$ cat config.mk
export PLATFORM = sky130hd
export DESIGN_NAME = mop_add_sequencer
export DESIGN_NICKNAME = d
export VERILOG_FILES = /design/src/rtl/mop_pkg.sv /design/src/rtl/mop_wait_timer.sv /design/src/rtl/mop_add_sequencer.sv
export SDC_FILE = /design/constraint.sdc
export NUM_CORES = 1
export LEC_CHECK = 0
export ABC_AREA = 1
export BUFFER_PORTS_ARGS = -buffer_cell sky130_fd_sc_hd__buf_2
export CAP_MARGIN = 20
export CORE_MARGIN = 5
export CORE_UTILIZATION = 51
export DETAILED_ROUTE_END_ITERATION = 16
export PLACE_DENSITY_LB_ADDON = 0.15
export SKIP_LAST_GASP = 1
export SYNTH_ARGS = -nofsm -noshare
export SYNTH_HDL_FRONTEND = slang
export SYNTH_SLANG_ARGS = --single-unit
$ cat constraint.sdc
create_clock -name clk -period 2.5 [get_ports clk]
set_input_delay 0.5 -clock clk [delete_from_list [all_inputs] [get_ports clk]]
set_output_delay 0.5 -clock clk [all_outputs]
set_load 0.03 [all_outputs]
$ cat src/rtl/mop_pkg.sv
// Shared types and helpers for the multi-operand add sequencer.
//   state_t   : sequencer FSM states
//   mop_width : accumulator width that cannot overflow for k operands of n bits
`timescale 1ns/1ps
package mop_pkg;

  typedef enum logic [1:0] {
    ACCEPT  = 2'd0,
    WAIT    = 2'd1,
    CAPTURE = 2'd2,
    DONE    = 2'd3
  } state_t;

  function automatic int unsigned mop_width(input int unsigned n, input int unsigned k);
    return n + $clog2(k);
  endfunction

endpackage

$ cat src/rtl/mop_wait_timer.sv
// Loadable down-counter that sequences the adder-latency wait.
//   clk, rst   : clock, synchronous active-high reset
//   load       : load load_val this cycle (takes priority over counting)
//   load_val   : cycles remaining after the load edge
//   done_c     : combinational, high while the count is zero
`timescale 1ns/1ps
module mop_wait_timer
  import mop_pkg::*;
#(
  parameter  int unsigned ADD_LAT = 1,
  localparam int unsigned TW      = $clog2(ADD_LAT + 1)
) (
  input  logic          clk,
  input  logic          rst,
  input  logic          load,
  input  logic [TW-1:0] load_val,
  output logic          done_c
);

  logic [TW-1:0] count;

  // Count down to zero and park there until reloaded.
  always_ff @(posedge clk) begin
    if (rst) begin
      count <= '0;
    end else if (load) begin
      count <= load_val;
    end else if (count != '0) begin
      count <= count - TW'(1);
    end
  end

  assign done_c = (count == '0);

endmodule

$ cat src/rtl/mop_add_sequencer.sv
// Control unit for a shared clocked ripple-carry adder that serially sums a group
// of operands into a wide accumulator.
//   clk, rst             : clock, synchronous active-high reset
//   in_valid/in_ready    : operand stream handshake; in_data operand, in_last ends group
//   add_a/add_b/add_cin  : registered drive to the shared adder (accumulator, operand, 0)
//   add_s/add_cout       : adder result; carry-out is not needed since W cannot overflow
//   out_valid/out_ready  : group result handshake; out_sum sum, out_count operands summed
// Build option: define MOP_SIGNED_EN to treat operands as two's complement
// (sign-extended); otherwise operands are zero-extended.
`timescale 1ns/1ps
module mop_add_sequencer
  import mop_pkg::*;
#(
  parameter  int unsigned N       = 4,
  parameter  int unsigned K       = 8,
  parameter  int unsigned ADD_LAT = 1,
  localparam int unsigned W       = mop_width(N, K),
  localparam int unsigned CW      = $clog2(K + 1),
  localparam int unsigned TW      = $clog2(ADD_LAT + 1)
) (
  input  logic          clk,
  input  logic          rst,
  input  logic          in_valid,
  output logic          in_ready,
  input  logic [N-1:0]  in_data,
  input  logic          in_last,
  output logic [W-1:0]  add_a,
  output logic [W-1:0]  add_b,
  output logic          add_cin,
  input  logic [W-1:0]  add_s,
  input  logic          add_cout,
  output logic          out_valid,
  input  logic          out_ready,
  output logic [W-1:0]  out_sum,
  output logic [CW-1:0] out_count
);

  state_t        state, state_n;
  logic [W-1:0]  acc, acc_n;
  logic [W-1:0]  op_r, op_n;
  logic [CW-1:0] cnt, cnt_n;
  logic [CW-1:0] cnt_inc;
  logic          last_r, last_n;
  logic          tmr_load;
  logic          tmr_done_c;
  logic          unused_cout;

  // Extend an operand to accumulator width.
  function automatic logic [W-1:0] ext(input logic [N-1:0] d);
`ifdef MOP_SIGNED_EN
    return {{(W-N){d[N-1]}}, d};
`else
    return {{(W-N){1'b0}}, d};
`endif
  endfunction

  assign cnt_inc     = cnt + CW'(1);
  assign unused_cout = add_cout;

  // Adder operands come straight from the registers, so they are stable
  // from the cycle after an accept until the capture edge.
  assign add_a   = acc;
  assign add_b   = op_r;
  assign add_cin = 1'b0;

  mop_wait_timer #(
    .ADD_LAT (ADD_LAT)
  ) u_wait_timer (
    .clk      (clk),
    .rst      (rst),
    .load     (tmr_load),
    .load_val (TW'(ADD_LAT - 1)),
    .done_c   (tmr_done_c)
  );

  // Next-state and datapath update.
  always_comb begin
    state_n  = state;
    acc_n    = acc;
    cnt_n    = cnt;
    op_n     = op_r;
    last_n   = last_r;
    tmr_load = 1'b0;
    case (state)
      ACCEPT: begin
        if (in_valid) begin
          op_n     = ext(in_data);
          last_n   = in_last;
          tmr_load = 1'b1;
          state_n  = WAIT;
        end
      end
      WAIT: begin
        if (tmr_done_c) begin
          state_n = CAPTURE;
        end
      end
      CAPTURE: begin
        acc_n = add_s;
        cnt_n = cnt_inc;
        // Close the group on in_last or when it reaches K operands.
        if (last_r || (cnt_inc == CW'(K))) begin
          state_n = DONE;
        end else begin
          state_n = ACCEPT;
        end
      end
      DONE: begin
        if (out_ready) begin
          acc_n   = '0;
          cnt_n   = '0;
          state_n = ACCEPT;
        end
      end
      default: begin
        state_n = ACCEPT;
      end
    endcase
  end

  // State, datapath and registered handshake/result outputs.
  always_ff @(posedge clk) begin
    if (rst) begin
      state     <= ACCEPT;
      acc       <= '0;
      cnt       <= '0;
      op_r      <= '0;
      last_r    <= 1'b0;
      in_ready  <= 1'b1;
      out_valid <= 1'b0;
      out_sum   <= '0;
      out_count <= '0;
    end else begin
      state     <= state_n;
      acc       <= acc_n;
      cnt       <= cnt_n;
      op_r      <= op_n;
      last_r    <= last_n;
      in_ready  <= (state_n == ACCEPT);
      out_valid <= (state_n == DONE);
      out_sum   <= (state_n == DONE) ? acc_n : '0;
      out_count <= (state_n == DONE) ? cnt_n : '0;
    end
  end

endmodule

==> impl_metrics.env, run 1 <==
export IMPL_drtIter0Drc=22
export IMPL_dp_cells=203
export IMPL_grt_overflow=0
export IMPL_dieArea_um2=3430
export IMPL_antenna_found_initial=0
export IMPL_nNetsFinal=200
export IMPL_clkLatencyLatePin_ns=0.32
export IMPL_drc=0
export IMPL_relSlewSlack=0.625
export IMPL_avgSynthCellArea_um2=8.61
export IMPL_min_period_ns=1.49
export IMPL_hpwl_um=1690
export IMPL_fmax_ghz=0.670
export IMPL_core_um2=2230
export IMPL_fp_dieH_um=58.6
export IMPL_yosysSeqAreaShare=0.532
export IMPL_outcome="complete, no violations"
export IMPL_grt_max_degree=13
export IMPL_htreeDepth=2
export IMPL_critPathSlowestCell="dfxtp_1"
export IMPL_holdCritStartpoint="in_data[1]"
export IMPL_fp_row_count=17
export IMPL_crit_path_end_kind="flip-flop"
export IMPL_num_vias=982
export IMPL_clock_sinks=32
export IMPL_timing_rr_end="in_ready"
export IMPL_arrival_ns=1.71
export IMPL_hold_class="in -> reg"
export IMPL_firstDrtPassIters=4
export IMPL_cp_num_buf_inv=1
export IMPL_setup_tns_ns=0
export IMPL_via_per_inst=4.65
export IMPL_postCtsHoldBufs=0
export IMPL_finalCritPeriodShare=0.597
export IMPL_power_density_nw_per_um2=657
export IMPL_clk_pin_slew_ns=0.09
export IMPL_setup_ws_ns=1.01
export IMPL_finalSetupViolCount=0
export IMPL_yosys_warnings=0
export IMPL_cts_setup_buffers=0
export IMPL_synth_seq_cells=32
export IMPL_cp_depth=7
export IMPL_cts_tree="yes"
export IMPL_tightest_slew_ns=0.562
export IMPL_ctsResizeCount=0
export IMPL_vdd_drop_max_uv=445
export IMPL_syn_inst=140
export IMPL_leakage_nw=0.726
export IMPL_cap_violations=0
export IMPL_layoutNonFillerInstCount=211
export IMPL_cts_buffers=5
export IMPL_grt_util_all_layers=0.147
export IMPL_post_place_ws_ns=0.890
export IMPL_antennaDiodeCount=0
export IMPL_crit_top_cell="nand2_1"
export IMPL_wl_um=2280
export IMPL_drv_slew=0
export IMPL_worstPathRequired_ns=2.72
export IMPL_ys_types=22
export IMPL_ff2ff_path_depth=7
export IMPL_die_w_um=58.6
export IMPL_r2r_start="state[0]"
export IMPL_drt_wirelength_per_cell_um=10.8
export IMPL_drive_above_1_share=0.350
export IMPL_hold_violations=0
export IMPL_rsz0062_at_grt="no"
export IMPL_grt_pass1_wl_um=3780
export IMPL_totalPowerFinal_mw=0.950
export IMPL_critical_path_max_stage_delay_ns=0.46
export IMPL_crit_fanout=12
export IMPL_io_pins=45
export IMPL_start_kind="flip-flop"
export IMPL_skew_ns=0.0104
export IMPL_min_path_cells=3
export IMPL_finalWeightedCongestion=0.697
export IMPL_area_delta_synth_final_pct=19.9
export IMPL_portBuffers=39
export IMPL_critical_path_cell_chain="inv_2 > o21ai_2 > nand2_1 > nand3_1 > nor2_1 > nand2_1 > nand2_1"
export IMPL_hold_end="add_b[1]"
export IMPL_initial_utilization=0.539
export IMPL_grt_pass1_vias=934
export IMPL_synth_area_um2=1200
export IMPL_antenna_left=0
export IMPL_critical_path_top_delay_family="flip-flops"
export IMPL_cts_buffer_depth=2
export IMPL_worst_r2r_setup_slack_ns=1.01
export IMPL_crit_type="reg -> reg"
export IMPL_clockRootBuffer="clkbuf_4"
how the worst max path moves through the flow:
stage                   start            to
floorplan              cnt[0]  out_count[3]
finish               state[0]      in_ready
CTS                  state[1]    out_sum[5]
detailed placement  out_ready      in_ready
global route         state[1]  out_count[0]
global placement    out_ready      in_ready
flip-flops by register name, summed over array words and instances, names as in the netlist:
register            cells
add_a                   7
state                   2
last_r                  1
u_wait_timer.count      1
out_sum                 7
add_b                   4
in_ready                1
cnt                     4
out_count               4
out_valid               1
cell type report:
cell class / instances / area (um2)
clock buffer: 8 / 58.8
fill: 217 / 788
inverter: 19 / 71.3
multi-input combinational: 85 / 444
sequential: 32 / 641
tap: 28 / 35.0
timing repair buffer: 39 / 195
worst reg2reg max path, stage by stage, from the launching register on:
cell	delay (ns)
dfxtp_1	0.46
inv_2	0.08
o21ai_2	0.46
nand2_1	0.10
nand3_1	0.13
nor2_1	0.05
nand2_1	0.07
nand2_1	0.04
kinds of logic (layout without fill, tap and decap cells):
logic type | after synthesis | after routing | synth area share
other | 1 | 5 | 0.00311
and+or+nand+nor | 60 | 60 | 0.228
DFF | 32 | 32 | 0.532
AOI/OAI and AO/OA | 19 | 19 | 0.114
adders and majority gates | 1 | 1 | 0.0104
buffers and inverters | 27 | 66 | 0.112
cells in the final DEF, fill, tap and decap left out, drive strengths merged:
| cell | synthesis | layout |
|---|---|---|
| a21oi | 1 | 1 |
| nand4 | 1 | 1 |
| o21ai | 10 | 10 |
| inv | 19 | 19 |
| buf | 7 | 39 |
| nor2 | 37 | 37 |
| a22o | 8 | 8 |
| conb | 1 | 5 |
| dfxtp | 32 | 32 |
| nand3 | 4 | 4 |
| nor3 | 2 | 2 |
| ha | 1 | 1 |
| clkbuf | 1 | 8 |
| nand2 | 16 | 16 |
cell usage after synthesis:
cell / count / area (um2)
o21ai_0: 7 / 35.0
nor2_1: 28 / 105
a22o_1: 7 / 61.3
nor3_1: 2 / 10.0
a22o_2: 1 / 10.0
nor2_2: 8 / 50.1
conb_1: 1 / 3.75
inv_2: 3 / 11.3
nor2_4: 1 / 11.3
ha_1: 1 / 12.5
nand3_2: 2 / 20.0
nand4_1: 1 / 6.26
dfxtp_1: 32 / 641
buf_4: 5 / 37.5
nand3_1: 2 / 10.0
nand2_2: 1 / 6.26
nand2_1: 15 / 56.3
clkbuf_1: 1 / 3.75
buf_6: 2 / 22.5
a21oi_1: 1 / 5.00
o21ai_2: 3 / 26.3
inv_1: 16 / 60.1
routing by layer:
layer / part of all wire / global-route usage / up-vias
met5: 0 / 0 / -
met4: 0.026 / 0.0874 / 0
met3: 0.091 / 0.0570 / 8
met2: 0.48 / 0.247 / 31
met1: 0.40 / 0.155 / 431
li1: - / - / 512
through the flow:
stage	cell area, um2	utilization	hold WS, ns
6_report	1450	0.647	0.433
5_1_grt	1450	0.647	0.422
4_1_cts	1450	0.647	0.420
3_5_place_dp	1390	0.621	0.473
3_3_place_gp	1390	0.621	0.462
2_1_floorplan	1220	-	0.455
report_power, final:
group / leakage, nW / total, mW / switching (mW) / internal (mW)
clock network: 0.0326 / 0.298 / 0.159 / 0.139
logic: 0.433 / 0.113 / 0.0772 / 0.0358
registers: 0.260 / 0.539 / 0.0116 / 0.527
No activity file was read; power rests on OpenSTA's default activity.
==> inputs of run 2 (changes only) <==
CORE_ASPECT_RATIO = 2   (was unset)
CORE_UTILIZATION = 42   (was 51)
clock period = 1.3 ns   (was 2.5 ns; I/O delays follow)
==> run 2 against run 1 <==
Utilization is 5.6 points lower. Critical path type unchanged. Die area is 20% higher. Global-route usage is 0.54 points lower. Sequential power is 93% higher. Clock skew is 0.0013 ns lower. Non-clock buffer count is 12 higher. Routed wire length is 15% higher. Worst hold slack worse by 0.21 ns. Largest power group unchanged.
==> impl_metrics.env, run 2 (synthesis gave the netlist of run 1 again) <==
export IMPL_cts_tree="yes"
export IMPL_fp_dieH_um=85.7
export IMPL_cts_buffers=5
export IMPL_layout_common_cells="buf_2, nor2_1, dfxtp_1"
export IMPL_core_um2=2770
export IMPL_drv_slew=0
export IMPL_final_common_cell="buf_2"
export IMPL_hold_violations=0
export IMPL_crit_type="reg -> reg"
export IMPL_via_per_inst=4.75
export IMPL_antenna_found_initial=0
export IMPL_postCtsHoldBufs=0
export IMPL_dp_cells=213
export IMPL_post_place_ws_ns=-0.0330
export IMPL_drtIter0Drc=13
export IMPL_finalSetupViolCount=0
export IMPL_crit_path_end_kind="flip-flop"
export IMPL_vdd_drop_max_uv=653
export IMPL_grt_overflow=0
export IMPL_power_density_nw_per_um2=1210
export IMPL_outcome="complete, no violations"
export IMPL_clkLatencyLatePin_ns=0.28
export IMPL_leakage_nw=0.807
export IMPL_clock_sinks=32
export IMPL_drt_wirelength_per_cell_um=11.7
export IMPL_clk_pin_slew_ns=0.06
export IMPL_layoutNonFillerInstCount=223
export IMPL_fmax_ghz=0.794
export IMPL_arrival_ns=1.42
export IMPL_hpwl_um=1930
export IMPL_initial_utilization=0.435
export IMPL_antennaDiodeCount=0
export IMPL_grt_pass1_wl_um=4130
export IMPL_critPathSlowestCell="dfxtp_4"
export IMPL_firstDrtPassIters=4
export IMPL_drc=0
export IMPL_clockRootBuffer="clkbuf_8"
export IMPL_grt_max_degree=13
export IMPL_hold_class="in -> reg"
export IMPL_start_kind="flip-flop"
export IMPL_worstPathRequired_ns=1.46
export IMPL_finalCritPeriodShare=0.969
export IMPL_io_pins=45
export IMPL_fp_row_count=27
export IMPL_portBuffers=39
export IMPL_totalPowerFinal_mw=1.98
export IMPL_wl_um=2610
export IMPL_min_period_ns=1.26
export IMPL_htreeDepth=2
export IMPL_finalWeightedCongestion=0.754
export IMPL_die_w_um=47.9
export IMPL_cap_violations=0
export IMPL_num_vias=1059
export IMPL_antenna_left=0
export IMPL_rsz0062_at_grt="yes"
export IMPL_area_delta_synth_final_pct=35.9
export IMPL_dieArea_um2=4110
export IMPL_cts_buffer_depth=2
export IMPL_grt_util_all_layers=0.142
export IMPL_crit_top_cell="nand2_1"
export IMPL_finish_utilization=0.591
export IMPL_drive_above_1_share=0.448
export IMPL_hold_slack_ns=0.228
export IMPL_critical_path_max_stage_delay_ns=0.36
export IMPL_nNetsFinal=212
export IMPL_skew_ns=0.00914
export IMPL_setup_ws_ns=0.0403
export IMPL_grt_pass1_vias=1005
export IMPL_fillers=279
export IMPL_crit_fanout=3
export IMPL_critical_path_cell_chain="buf_6 > nand3_2 > nand2_1 > nand2_2 > nand3_2 > nand3_4 > buf_6 > nor2_2 > nand2_1 > nand2_1"
## run 2: what timing repair did
action	in CTS	in global routing
resized for setup	2	19
pin swaps	0	4
buffers inserted	0	3
setup endpoints to repair	13	14
## run 2: worst paths after layout
kind	cells after the start	startpoint	slack, ns	end
worst max-delay path	10	cnt[1]	0.04	in_ready
worst min register to register	2	add_b[1]	0.48	add_b[1]
worst max register to register	10	cnt[1]	0.04	in_ready
worst min-delay path	3	in_last	0.23	last_r
## run 2: final cells by class
type / instances / area (um2) / area share
clock buffer: 6 / 72.6 / 0.0443
timing repair buffer: 51 / 309 / 0.189
inverter: 19 / 71.3 / 0.0435
sequential: 32 / 652 / 0.398
tap: 29 / 36.3 / 0.0222
multi-input combinational: 85 / 492 / 0.300
clock inverter: 1 / 5.00 / 0.00306
## run 2: per-layer routing
metal / track usage / wire length [um]
met1: 0.120 / 859
met2: 0.255 / 1500
met3: 0.0525 / 180
met4: 0.0809 / 69
met5: 0 / 0
## run 2: where the power goes
| part | internal, mW | switching (mW) |
|---|---|---|
| registers | 1.01 | 0.0223 |
| logic | 0.0915 | 0.160 |
| clock network | 0.363 | 0.328 |
## run 2: per-stage QoR
step	instance area, um2	TNS [ns]
floorplan	1220	0
global placement	1470	0
detailed placement	1470	-0.118
CTS	1550	-0.00815
global route	1640	-0.0784
finish	1640	0
## run 2: critical path, delay by kind of cell (launching register included)
family | cells | cell delay [ns]
buffers and inverters | 2 | 0.23
DFF | 1 | 0.36
and+or+nand+nor | 8 | 0.55
